$ cat config.mk
export PLATFORM = sky130hd
export DESIGN_NAME = uniq_track_arbiter
export DESIGN_NICKNAME = d
export VERILOG_FILES = /design/src/rtl/uniq_track_arbiter.sv
export SDC_FILE = /design/constraint.sdc
export NUM_CORES = 1
export LEC_CHECK = 0
export ABC_AREA = 1
export BUFFER_PORTS_ARGS = -buffer_cell sky130_fd_sc_hd__buf_2
export CAP_MARGIN = 40
export CORE_ASPECT_RATIO = 1.2
export CORE_MARGIN = 1.5
export CORE_UTILIZATION = 38
export DETAILED_ROUTE_END_ITERATION = 12
export PLACE_DENSITY = 0.72
export SYNTH_ARGS = -nofsm -noshare
export SYNTH_HDL_FRONTEND = slang
export SYNTH_SLANG_ARGS = --single-unit
$ cat constraint.sdc
create_clock -name clk_in -period 2.1 [get_ports clk_in]
set_clock_uncertainty 0.05 [all_clocks]
set_input_delay 0.42 -clock clk_in [delete_from_list [all_inputs] [get_ports clk_in]]
set_output_delay 0.42 -clock clk_in [all_outputs]
set_load 0.05 [all_outputs]
$ cat src/rtl/uniq_track_arbiter.sv
// Round-robin arbiter sharing one unique-value tracker among requesters.
// Issues one value per cycle, returns tagged hit/miss, sequences flushes.
module uniq_track_arbiter #(
    parameter int DATA_W  = 8,
    parameter int N_REQ   = 4,
    parameter int DEPTH   = 4,
    parameter int TRK_LAT = 2,
    parameter int CLR_CYC = 2,
    localparam int ID_W   = $clog2(N_REQ)
) (
    input  logic                    clk_in,
    input  logic                    reset_in,
    input  logic [N_REQ-1:0]        req_valid_in,
    input  logic [N_REQ*DATA_W-1:0] req_data_in,
    output logic [N_REQ-1:0]        req_ready_out,
    input  logic                    flush_in,
    output logic                    trk_valid_out,
    output logic [DATA_W-1:0]       trk_data_out,
    output logic                    trk_clear_out,
    input  logic [DEPTH*DATA_W-1:0] trk_entry_in,
    input  logic [DEPTH-1:0]        trk_entry_valid_in,
    output logic                    rsp_valid_out,
    output logic [ID_W-1:0]         rsp_id_out,
    output logic                    rsp_hit_out,
    output logic                    busy_out
);

    localparam int CW = $clog2(CLR_CYC + 1);
    localparam logic [CW-1:0] CLR_LAST = CW'(CLR_CYC - 1);

    typedef enum logic [1:0] {RUN, DRAIN, CLEAR} state_t;

    state_t             state;
    logic [CW-1:0]      clr_cnt;
    logic [ID_W-1:0]    ptr;
    logic [ID_W:0]      idx;
    logic [ID_W-1:0]    win;
    logic [ID_W-1:0]    nxt_ptr;
    logic               found;
    logic               grant_en;
    logic               xfer;
    logic               hit;
    logic               inflight;
    logic [DATA_W-1:0]  win_data;
    logic [TRK_LAT-1:0] pv;
    logic [ID_W-1:0]    pid  [TRK_LAT];
    logic [DATA_W-1:0]  pdat [TRK_LAT];

    // First valid requester at or after ptr, wrapping modulo N_REQ.
    always_comb begin
        found = 1'b0;
        win   = '0;
        idx   = '0;
        for (int i = 0; i < N_REQ; i++) begin
            idx = {1'b0, ptr} + (ID_W+1)'(i);
            if (idx >= (ID_W+1)'(N_REQ))
                idx = idx - (ID_W+1)'(N_REQ);
            if (!found && req_valid_in[idx[ID_W-1:0]]) begin
                found = 1'b1;
                win   = idx[ID_W-1:0];
            end
        end
    end

    assign grant_en = reset_in && (state == RUN) && !flush_in;
    assign xfer     = grant_en && found;
    assign win_data = req_data_in[win*DATA_W +: DATA_W];
    assign nxt_ptr  = (win == ID_W'(N_REQ - 1)) ? '0 : win + 1'b1;
    assign inflight = |pv;
    assign busy_out = (state != RUN);

    always_comb begin
        req_ready_out = '0;
        if (xfer)
            req_ready_out[win] = 1'b1;
    end

    always_comb begin
        hit = 1'b0;
        for (int k = 0; k < DEPTH; k++)
            if (trk_entry_valid_in[k] &&
                trk_entry_in[k*DATA_W +: DATA_W] == pdat[TRK_LAT-1])
                hit = 1'b1;
    end

    always_ff @(posedge clk_in or negedge reset_in) begin
        if (!reset_in) begin
            ptr           <= '0;
            trk_valid_out <= 1'b0;
            trk_data_out  <= '0;
            pv            <= '0;
            rsp_valid_out <= 1'b0;
            rsp_id_out    <= '0;
            rsp_hit_out   <= 1'b0;
            for (int i = 0; i < TRK_LAT; i++) begin
                pid[i]  <= '0;
                pdat[i] <= '0;
            end
        end else begin
            trk_valid_out <= xfer;
            if (xfer) begin
                ptr          <= nxt_ptr;
                trk_data_out <= win_data;
            end
            pv[0]   <= xfer;
            pid[0]  <= win;
            pdat[0] <= win_data;
            for (int i = 1; i < TRK_LAT; i++) begin
                pv[i]   <= pv[i-1];
                pid[i]  <= pid[i-1];
                pdat[i] <= pdat[i-1];
            end
            rsp_valid_out <= pv[TRK_LAT-1];
            rsp_id_out    <= pid[TRK_LAT-1];
            rsp_hit_out   <= pv[TRK_LAT-1] && hit;
        end
    end

    always_ff @(posedge clk_in or negedge reset_in) begin
        if (!reset_in) begin
            state         <= RUN;
            clr_cnt       <= '0;
            trk_clear_out <= 1'b0;
        end else begin
            case (state)
                RUN: begin
                    if (flush_in)
                        state <= DRAIN;
                end
                DRAIN: begin
                    if (!inflight) begin
                        state         <= CLEAR;
                        trk_clear_out <= 1'b1;
                        clr_cnt       <= '0;
                    end
                end
                CLEAR: begin
                    if (clr_cnt == CLR_LAST) begin
                        state         <= RUN;
                        trk_clear_out <= 1'b0;
                    end else begin
                        clr_cnt <= clr_cnt + 1'b1;
                    end
                end
                default: begin
                    state         <= RUN;
                    trk_clear_out <= 1'b0;
                end
            endcase
        end
    end

endmodule
* After elaboration in Yosys (flattened, before gate mapping)
Cells that the tools add are included.
** Cells by class
- Magnitude comparators :: 10
- Divide/modulo/power cells :: 0
- Add/sub/neg operators :: 9
- Shift-type cells :: 1
- Bitwise logic cells :: 1
- Mux-type cells :: 38
- Reduce and logical (&&, ||, !) cells :: 23
- $mul :: 0
- Eq/ne operators :: 12
** Operators by type and width (number)
- 8-bit equality test :: 4
- 32-bit by 6-bit variable part select with 8-bit output :: 1
- 2-bit two-way mux :: 14
- 2-bit by 3-bit < comparator with 1-bit output (second input constant) :: 5
- 1-bit two-way mux :: 15
- 1-bit logical AND :: 12
- 3-bit greater-or-equal comparator (second input constant) :: 3
- 3-bit AND reduction :: 3
- 1-bit binary-select mux with 2-bit select :: 4
- 2-bit inequality test (second input constant) :: 4
- 2-bit by 1-bit subtractor with 2-bit output (second input constant) :: 4
- 2-bit by 2-bit adder with 3-bit output (second input constant) :: 2
- 2-bit case mux with 3 select lines :: 1
- 2-bit by 1-bit adder with 2-bit output (second input constant) :: 2
- 2-bit by 1-bit equality test with 1-bit output (second input constant) :: 2
- 2-bit equality test (second input constant) :: 2
- 1-bit zero test :: 4
- 4-bit two-way mux :: 1
- 2-bit case mux with 2 select lines :: 1
- 2-bit nonzero test :: 2
- 2-bit by 1-bit adder with 3-bit output (second input constant) :: 1
- 2-bit by 3-bit greater-or-equal comparator with 1-bit output (second input constant) :: 1
- 1-bit case mux with 3 select lines :: 1
- 1-bit demux with 2-bit select :: 1
- other kinds (4) :: 4
** Storage, ports and cells
- Memory bits (read-only) :: 0
- Memory bits (writable) :: 0
- Bits in latches :: 0
- Memories kept :: 0
- Input port bits :: 75
- Word-level logic and storage cells :: 108
- Output and inout bits :: 19
- Register bits after elaboration :: 42

* Longest topological paths before layout
Gate-level depths: netlist (run 1).
- Word-level depth :: 19
- Gate-level depth with buffers :: 14
- Gate-level depth less buffers :: 13

* Worst setup path before layout (run 1)
OpenSTA, ideal clock, no wires.
- Kind :: register to output
- From :: reg ptr[0]
- To :: out req_ready_out[3]
- Setup slack :: -651 ps
- Required time :: 1630 ps
- Cell stages (with the launch flop) :: 15
- Buffers on the path :: 2
- Data arrival time :: 2281 ps
- Path through :: dfrtp_1 > buf_6 > nand2_1 > nand2_1 > nand2_1 > nand2_2 > nor2_4 > nand3_4 > nand2_8 > nand2_8 > buf_12 > inv_1 > ha_1 > inv_1 > nor2_1
** Between the ends
- Cells in the longest elaborated chain, start to end :: 19
- Elaborated cells on any way between the ends :: 44
- Those cells by class :: add/sub: 7; order compare: 6; mux: 23; reduce/logical: 8
** RTL lines
- from (decl) :: RTL line 35 : logic [ID_W-1:0] ptr;
- from (signal assigned) :: RTL line 102 : ptr <= nxt_ptr;
- branches (longest 13 deep; another with 2-bit by 1-bit adder with 3-bit output)
- 2-bit two-way mux (*) :: RTL line 58 : if (!found && req_valid_in[idx[ID_W-1:0]]) begin
- named net win[0] :: RTL line 37 : logic [ID_W-1:0] win;
- 2-bit by 3-bit < comparator with 1-bit output (not written as such) / 2-bit by 1-bit greater-or-equal comparator with 1-bit output (equally long branches) :: RTL line 75 : req_ready_out[win] = 1'b1;
- 1-bit logical AND (not written as such) :: RTL line 75
- 1-bit two-way mux (not written as such) :: RTL line 75
- 1-bit demux with 2-bit select (*) :: RTL line 75
- 4-bit two-way mux (*) :: RTL line 74 : if (xfer)
- to (decl) :: RTL line 15 : output logic [N_REQ-1:0] req_ready_out,
Mark *: on every way through the listed nets, which the timed path passes. The select of a mux whose other input is x is not followed.

* Worst setup path after layout (run 1)
- From :: reg ptr[0]
- To :: out req_ready_out[1]
** Between the ends
- Cells in the longest elaborated chain, start to end :: 19
- Elaborated cells on any way between the ends :: 44
- Those cells by class :: add/sub: 7; order compare: 6; mux: 23; reduce/logical: 8
** RTL lines (RTL line)
- branches (longest 18 deep; another with 2-bit by 1-bit adder with 3-bit output)
- 4-bit two-way mux (*) :: 74
Mark *: on every way between the ends. The select of a mux whose other input is x is not followed.

==> results of run 1 <==
## Yosys cell counts, drive strengths merged
cell	instances	area, um^2
nand4	8	50.1
o211ai	2	15.0
nand2	91	462
xor2	9	78.8
nand3	49	308
or2	4	25.0
nor2	10	52.6
a31oi	1	6.26
o21ai	9	48.8
o22ai	5	31.3
nor4	1	6.26
nand3b	1	7.51
inv	32	123
xnor2	6	52.6
and2	8	50.1
dfrtp	41	1030
nor3	6	30.0
a21oi	1	8.76
a22oi	1	7.51
a211oi	2	15.0
ha	5	62.6
buf	6	53.8
## metrics by stage
step | utilization, % | setup TNS (ns) | power [W] | instance area (um^2)
6_report | 55.7 | -1.73 | 0.00644 | 3570
5_1_grt | 55.7 | -2.86 | 0.00697 | 3570
4_1_cts | 54.6 | -1.84 | 0.00633 | 3500
3_5_place_dp | 51.2 | -1.22 | 0.00552 | 3280
3_3_place_gp | 51.2 | -1.05 | 0.00545 | 3280
2_1_floorplan | - | -0.882 | 0.00442 | 2590
## what timing repair did
item	4_1_cts	5_1_grt
setup buffers	2	0
gates resized for setup	27	18
pin swaps	10	11
endpoints found under the setup margin	13	21
gates cloned	1	1
## where the power goes
group / total [W] / internal [W] / switching [W]
Clock: 0.000593 / 0.000345 / 0.000248
Combinational: 0.00444 / 0.00168 / 0.00276
Sequential: 0.00141 / 0.00117 / 0.000236
Total: 0.00644 / 0.00319 / 0.00325
## sequential cells by signal, summed over array words and instances (netlist names)
signal         flops
trk_data_out       8
ptr                2
clr_cnt            2
state              2
rsp_valid_out      1
pdat              16
rsp_hit_out        1
rsp_id_out         2
trk_clear_out      1
pid                4
pv                 2
## logic make-up (layout without fill, tap and decap cells)
logic type | after synthesis | in the layout
AOI/OAI and AO/OA | 21 | 21
xor gates and xnor gates | 15 | 15
adders and majority gates | 5 | 5
buffers and inverters | 38 | 158
DFF | 41 | 41
and+or+nand+nor | 178 | 178
## routing by layer
metal | global-route usage [%] | vias up
li1 | - | 1211
met1 | 23.5 | 1072
met2 | 33.8 | 78
met3 | 2.69 | 5
met4 | 4.09 | 0
met5 | 0 | -
## path summary, 6_finish.rpt
path	start	cells after the start	slack [ns]	endpoint
min in group clk_in	pid[0]	0	0.30	rsp_id_out[0]
worst max register to register	ptr[0]	13	0.06	trk_data_out[6]
worst min-delay path	reset_in	2	0.20	pdat[4]
worst min register to register	pid[0]	0	0.30	rsp_id_out[0]
worst max-delay path	ptr[0]	13	-0.45	req_ready_out[1]
max in group asynchronous	reset_in	2	1.44	ptr[1]
## cells in the final DEF, fill, tap and decap left out, types with 8 or more instances in the layout
master   count
xor2_1       9
buf_2       90
nand3_1     30
dfrtp_1     40
nand2_2     12
and2_1       8
nand4_1      8
buf_4       17
inv_1       22
nand3_2     17
nand2_1     65
nand2_4     12
## critical path, cell delays in order, from the launching register on
cell	delay [ns]
dfrtp_1	0.42
buf_6	0.15
nand2_4	0.07
nand2_4	0.07
nand2_2	0.07
nand2_2	0.06
nor2_4	0.16
nand4_1	0.16
nand2_4	0.15
buf_6	0.11
ha_4	0.11
inv_2	0.03
nor2_4	0.08
buf_8	0.15
## cell type report
type / instances / area [um^2] / area share [%]
Clock buffer: 5 / 68.8 / 1.93
Clock inverter: 2 / 35.0 / 0.982
Inverter: 32 / 139 / 3.89
Multi-Input combinational cell: 219 / 1460 / 41.0
Tap cell: 85 / 106 / 2.98
Sequential cell: 41 / 1030 / 28.8
Timing Repair Buffer: 118 / 722 / 20.2
Timing Repair inverter: 1 / 7.51 / 0.210
==> flow_summary.toml, run 1 <==
[run_status]
violations = "negative setup slack"
status = "finished, violations left"

[synth]
synth-seq-cells = 41
syn_nets = 378
avgSynthCellArea_um2 = 8.46
synth_compound_gate_area_share_pct = 5.26
muxShareOfSynthArea_pct = 0
synth_fa_ha_area_share_pct = 2.48
yosysWarnings = 0
ys_types = 35
synthCells = 298
synth_area_mm2 = 0.00252
synth_top_family_by_area = "simple AND/OR/NAND/NOR gates"
synth_xor_xnor_area_share_pct = 5.21
seq_area_frac_synth_pct = 40.7
synth_simple_gate_area_share_pct = 39.3

[timing]
holdWs_ns = 0.196
worst_pin_slew_ns = 0.506
grt_setup_unrepaired = "true"
fin_crit_sh_pct = 121
slew_headroom_pct = 66.3
setup_slack_ns = -0.449
final_hold_viol_count = 0
drv_slew = 0
fin_crit_ns = 2.55
fmaxAchievable_mhz = 392
finalSetupViolCount = 4

[die]
die_area_mm2 = 0.00713
ios = 94
die_width_um = 77.3
core_region_area_mm2 = 0.00641
die_h_um = 92.2
rows = 32
initial_core_util_pct = 39.3

[clock_tree]
cts_tree = "done"
clkTransAtPathRegs_ns = 0.07
clock_path_buffers = 2
root_buffer = "clkbuf_8"
clkLatencyLatePin_ns = 0.28
cts_num_sinks = 41
ctsHoldBuffers = 0
cts_buffers = 5
h-tree-depth = 2

[route]
wl_met3_um = 341
firstDrtPassIters = 4
vias = 2366
route.met2.wl_um = 3240
wl_um = 6400
highest_layer = "met4"
initialDrtViolationCount = 113
detail-route-antenna-nets = 0
vias_per_cell = 4.70
drc = 0
wl_met1_um = 2770
post_drt_wl_per_cell_um = 12.7

[run]
max_cap_viol_count = 0

[finish]
fillerInstances = 594
fin_nets = 498
syn2layout_area_growth_pct = 41.6
antenna_cells = 0
drive_above_1_share_pct = 47.1
layoutNonFillerInstCount = 503

[power]
ir_worst_vdd_v = 0.000953
p_per_area_mw_per_mm2 = 1800
power.leakage_nw = 1.84

[worst_hold_path]
holdCritPathClass = "in -> async"

[placement]
gp_congestion = 0.866
place_ws_ns = -0.298
place_inst = 492
hpwl_um = 5060
port-buffer-count = 93

[global_routing]
grt_max_degree = 42
antenna_found_initial = 0
overflow = 0
grt_pass1_vias = 2328
grt_pass1_wl_um = 10700
grt_usage_pct = 18.7

[critical_path]
cp-end-kind = "output pin"
criticalPathCategory = "reg -> out"
cp.arrival_ns = 2.08
cp-start-kind = "flop"
crit_required_ns = 1.63
cp_max_fo = 6
Note: power is estimated with default switching activity, not from simulation.
==> run 2: changes to the inputs <==
--- a/config.mk
+++ b/config.mk
@@ -13,5 +13,5 @@
 export CORE_UTILIZATION = 38
 export DETAILED_ROUTE_END_ITERATION = 12
-export PLACE_DENSITY = 0.72
+export PLACE_DENSITY = 0.69
 export SYNTH_ARGS = -nofsm -noshare
 export SYNTH_HDL_FRONTEND = slang
==> constraint.sdc (replaced) <==
create_clock -name clk_in -period 2.7 [get_ports clk_in]
set_clock_uncertainty 0.05 [all_clocks]
set_input_delay 0.675 -clock clk_in [delete_from_list [all_inputs] [get_ports clk_in]]
set_output_delay 0.675 -clock clk_in [all_outputs]
set_load 0.05 [all_outputs]
==> run 2 against run 1 <==
Compared with the run above: the run still ends with negative setup slack left; first-iteration DRC count fell by 47%; flip-flop and latch count did not move; register-to-register slack improved by 0.45 ns; die area did not move; count of clock-buffer cells in the layout rose by 2; global-route usage fell by 1.7 points; setup slack improved by 0.28 ns; critical endpoint is now req_ready_out[2].
==> flow_summary.toml, run 2 (synthesized netlist as in run 1, its figures left out) <==
[run_status]
status = "finished, violations left"
violations = "negative setup slack"

[clock_tree]
ctsHoldBuffers = 0
cts_num_sinks = 41
cts_buffers = 5
clock_path_buffers = 2
root_buffer = "clkbuf_8"
clkLatencyLatePin_ns = 0.28
cts_tree = "done"
clkTransAtPathRegs_ns = 0.07
h-tree-depth = 2

[critical_path]
cp.arrival_ns = 2.14
criticalPathCategory = "reg -> out"
cp-start-kind = "flop"
cp-end-kind = "output pin"
crit_chain = "inv_6, nand2_1, nand2_4, nand2_2, nand2_2, nor2_4, nand4_1, nand2_8, inv_8, ha_4, inv_2, nor2_4, buf_8"
r2r_cells = 12
reg2reg_to = "trk_data_out[4]"
cpPeakStageDelay_ns = 0.47
crit_required_ns = 1.98
rrSetupSlack_ns = 0.51
r2r-start = "ptr[0]"
cp_max_fo = 8
crit_slowest_cell = "dfrtp_2"

[timing]
fmaxAchievable_mhz = 349
holdWs_ns = 0.302
slew_headroom_pct = 67.6
fin_crit_ns = 2.87
setup_tns_ns = -0.622
worst_pin_slew_ns = 0.486
drv_slew = 0
finalSetupViolCount = 4
final_hold_viol_count = 0
fin_crit_sh_pct = 106
setup_slack_ns = -0.166
grt_setup_unrepaired = "true"

[placement]
postPlaceCellArea_mm2 = 0.00330
port-buffer-count = 93
gp_congestion = 0.856
hpwl_um = 4750

[die]
die_area_mm2 = 0.00713
core_region_area_mm2 = 0.00641
die_width_um = 77.3
ios = 94
initial_core_util_pct = 39.3
rows = 32
die_h_um = 92.2

[power]
ir_worst_vdd_v = 0.000697
clkPwrFrac_pct = 10.1
power_frac_comb_pct = 67.2
netSwitchingPower_w = 0.00247
p_int_w = 0.00240
switching_share_pct = 50.8
power.leakage_nw = 1.81
pwr-share-seq_pct = 22.7
p_per_area_mw_per_mm2 = 1380

[finish]
layout.cells.most_common_list = "buf_2 (89), nand2_1 (60), dfrtp_1 (39), nand3_1 (37), inv_1 (19)"
largest_reg_flops = 16
drive_above_1_share_pct = 46.7
final_common_cell = "buf_2"
fin_nets = 488
top_register = "pdat"
antenna_cells = 0
reg_top3 = "pdat: 16 flops, trk_data_out: 8 flops, pid: 4 flops"
fin_area_mm2 = 0.00353
utilization_pct = 55.1
syn2layout_area_growth_pct = 40.0

[route]
post_drt_wl_per_cell_um = 12.0
firstDrtPassIters = 4
vias_per_cell = 4.70
initialDrtViolationCount = 60
drc = 0
vias = 2320
wl_um = 5910
detail-route-antenna-nets = 0

[global_routing]
antenna_found_initial = 0
grt_pass1_vias = 2183
grt_max_degree = 42
grt_usage_pct = 17.0
overflow = 0
grt_pass1_wl_um = 9600

[worst_hold_path]
hold_path_end = "rsp_id_out[0]"
min_from = "pid[0]"
holdCritPathClass = "reg -> reg"
hold_path_depth = 0

[run]
max_cap_viol_count = 0
[run 2: cell types whose count changed in the layout (fill, tap and decap cells not counted), sizes merged]
cell	delta
clkbuf	+2
clkinv	-1
buf	-9
clkinvlp	-2
inv	+1
[run 2: area by class of cell]
type	count	area [um^2]
clock buffer	7	86.3
clock inverter	1	30.0
fill	592	2880
inverter	32	150
tap	85	106
sequential	41	1030
timing repair buffer	109	629
multi-input combinational	219	1500
[run 2: worst max path at each step]
| stage | from | to | slack [ns] |
|---|---|---|---|
| finish | ptr[0] | req_ready_out[2] | -0.17 |
| global route | ptr[0] | req_ready_out[3] | -0.27 |
| CTS | ptr[0] | req_ready_out[2] | -0.16 |
| detailed placement | req_valid_in[0] | req_ready_out[2] | -0.18 |
| global placement | req_valid_in[0] | req_ready_out[2] | -0.17 |
| floorplan | req_valid_in[1] | req_ready_out[1] | -0.002 |
[run 2: power by group through the flow]
stage | clock, W | combinational (W) | sequential [W]
global route | 0.000528 | 0.00358 | 0.00115
floorplan | 0 | 0.00218 | 0.00136
CTS | 0.000506 | 0.00323 | 0.00111
finish | 0.000490 | 0.00328 | 0.00111
global placement | 0 | 0.00310 | 0.00110
detailed placement | 0 | 0.00314 | 0.00111
[run 2: metrics by stage]
step           cells  setup slack, ns  total power (W)
4_1_cts          494           -0.162          0.00485
2_1_floorplan    298         -0.00198          0.00354
3_3_place_gp     485           -0.170          0.00420
5_1_grt          494           -0.270          0.00525
3_5_place_dp     485           -0.183          0.00425
6_report         494           -0.166          0.00488
[run 2: critical path, delay by kind of cell, from the launching register on]
kind,cells,cell delay [ns]
adders and majority gates,1,0.14
buffers and inverters,4,0.33
DFF,1,0.47
and+or+nand+nor,8,0.92
[run 2: timing repair]
action                     in CTS  in global routing
buffers inserted                1                  0
setup endpoints to repair       4                  4
pin swaps                      18                 11
gates resized for setup        24                  7
[run 2: routing by layer]
layer  GRT usage (%)  share of wire, %  vias up
met3            2.79               5.8        6
met2            29.9                49       75
met5               0                 0        -
met1            21.0                44     1048
li1                -                 -     1191
met4            5.45               1.4        0
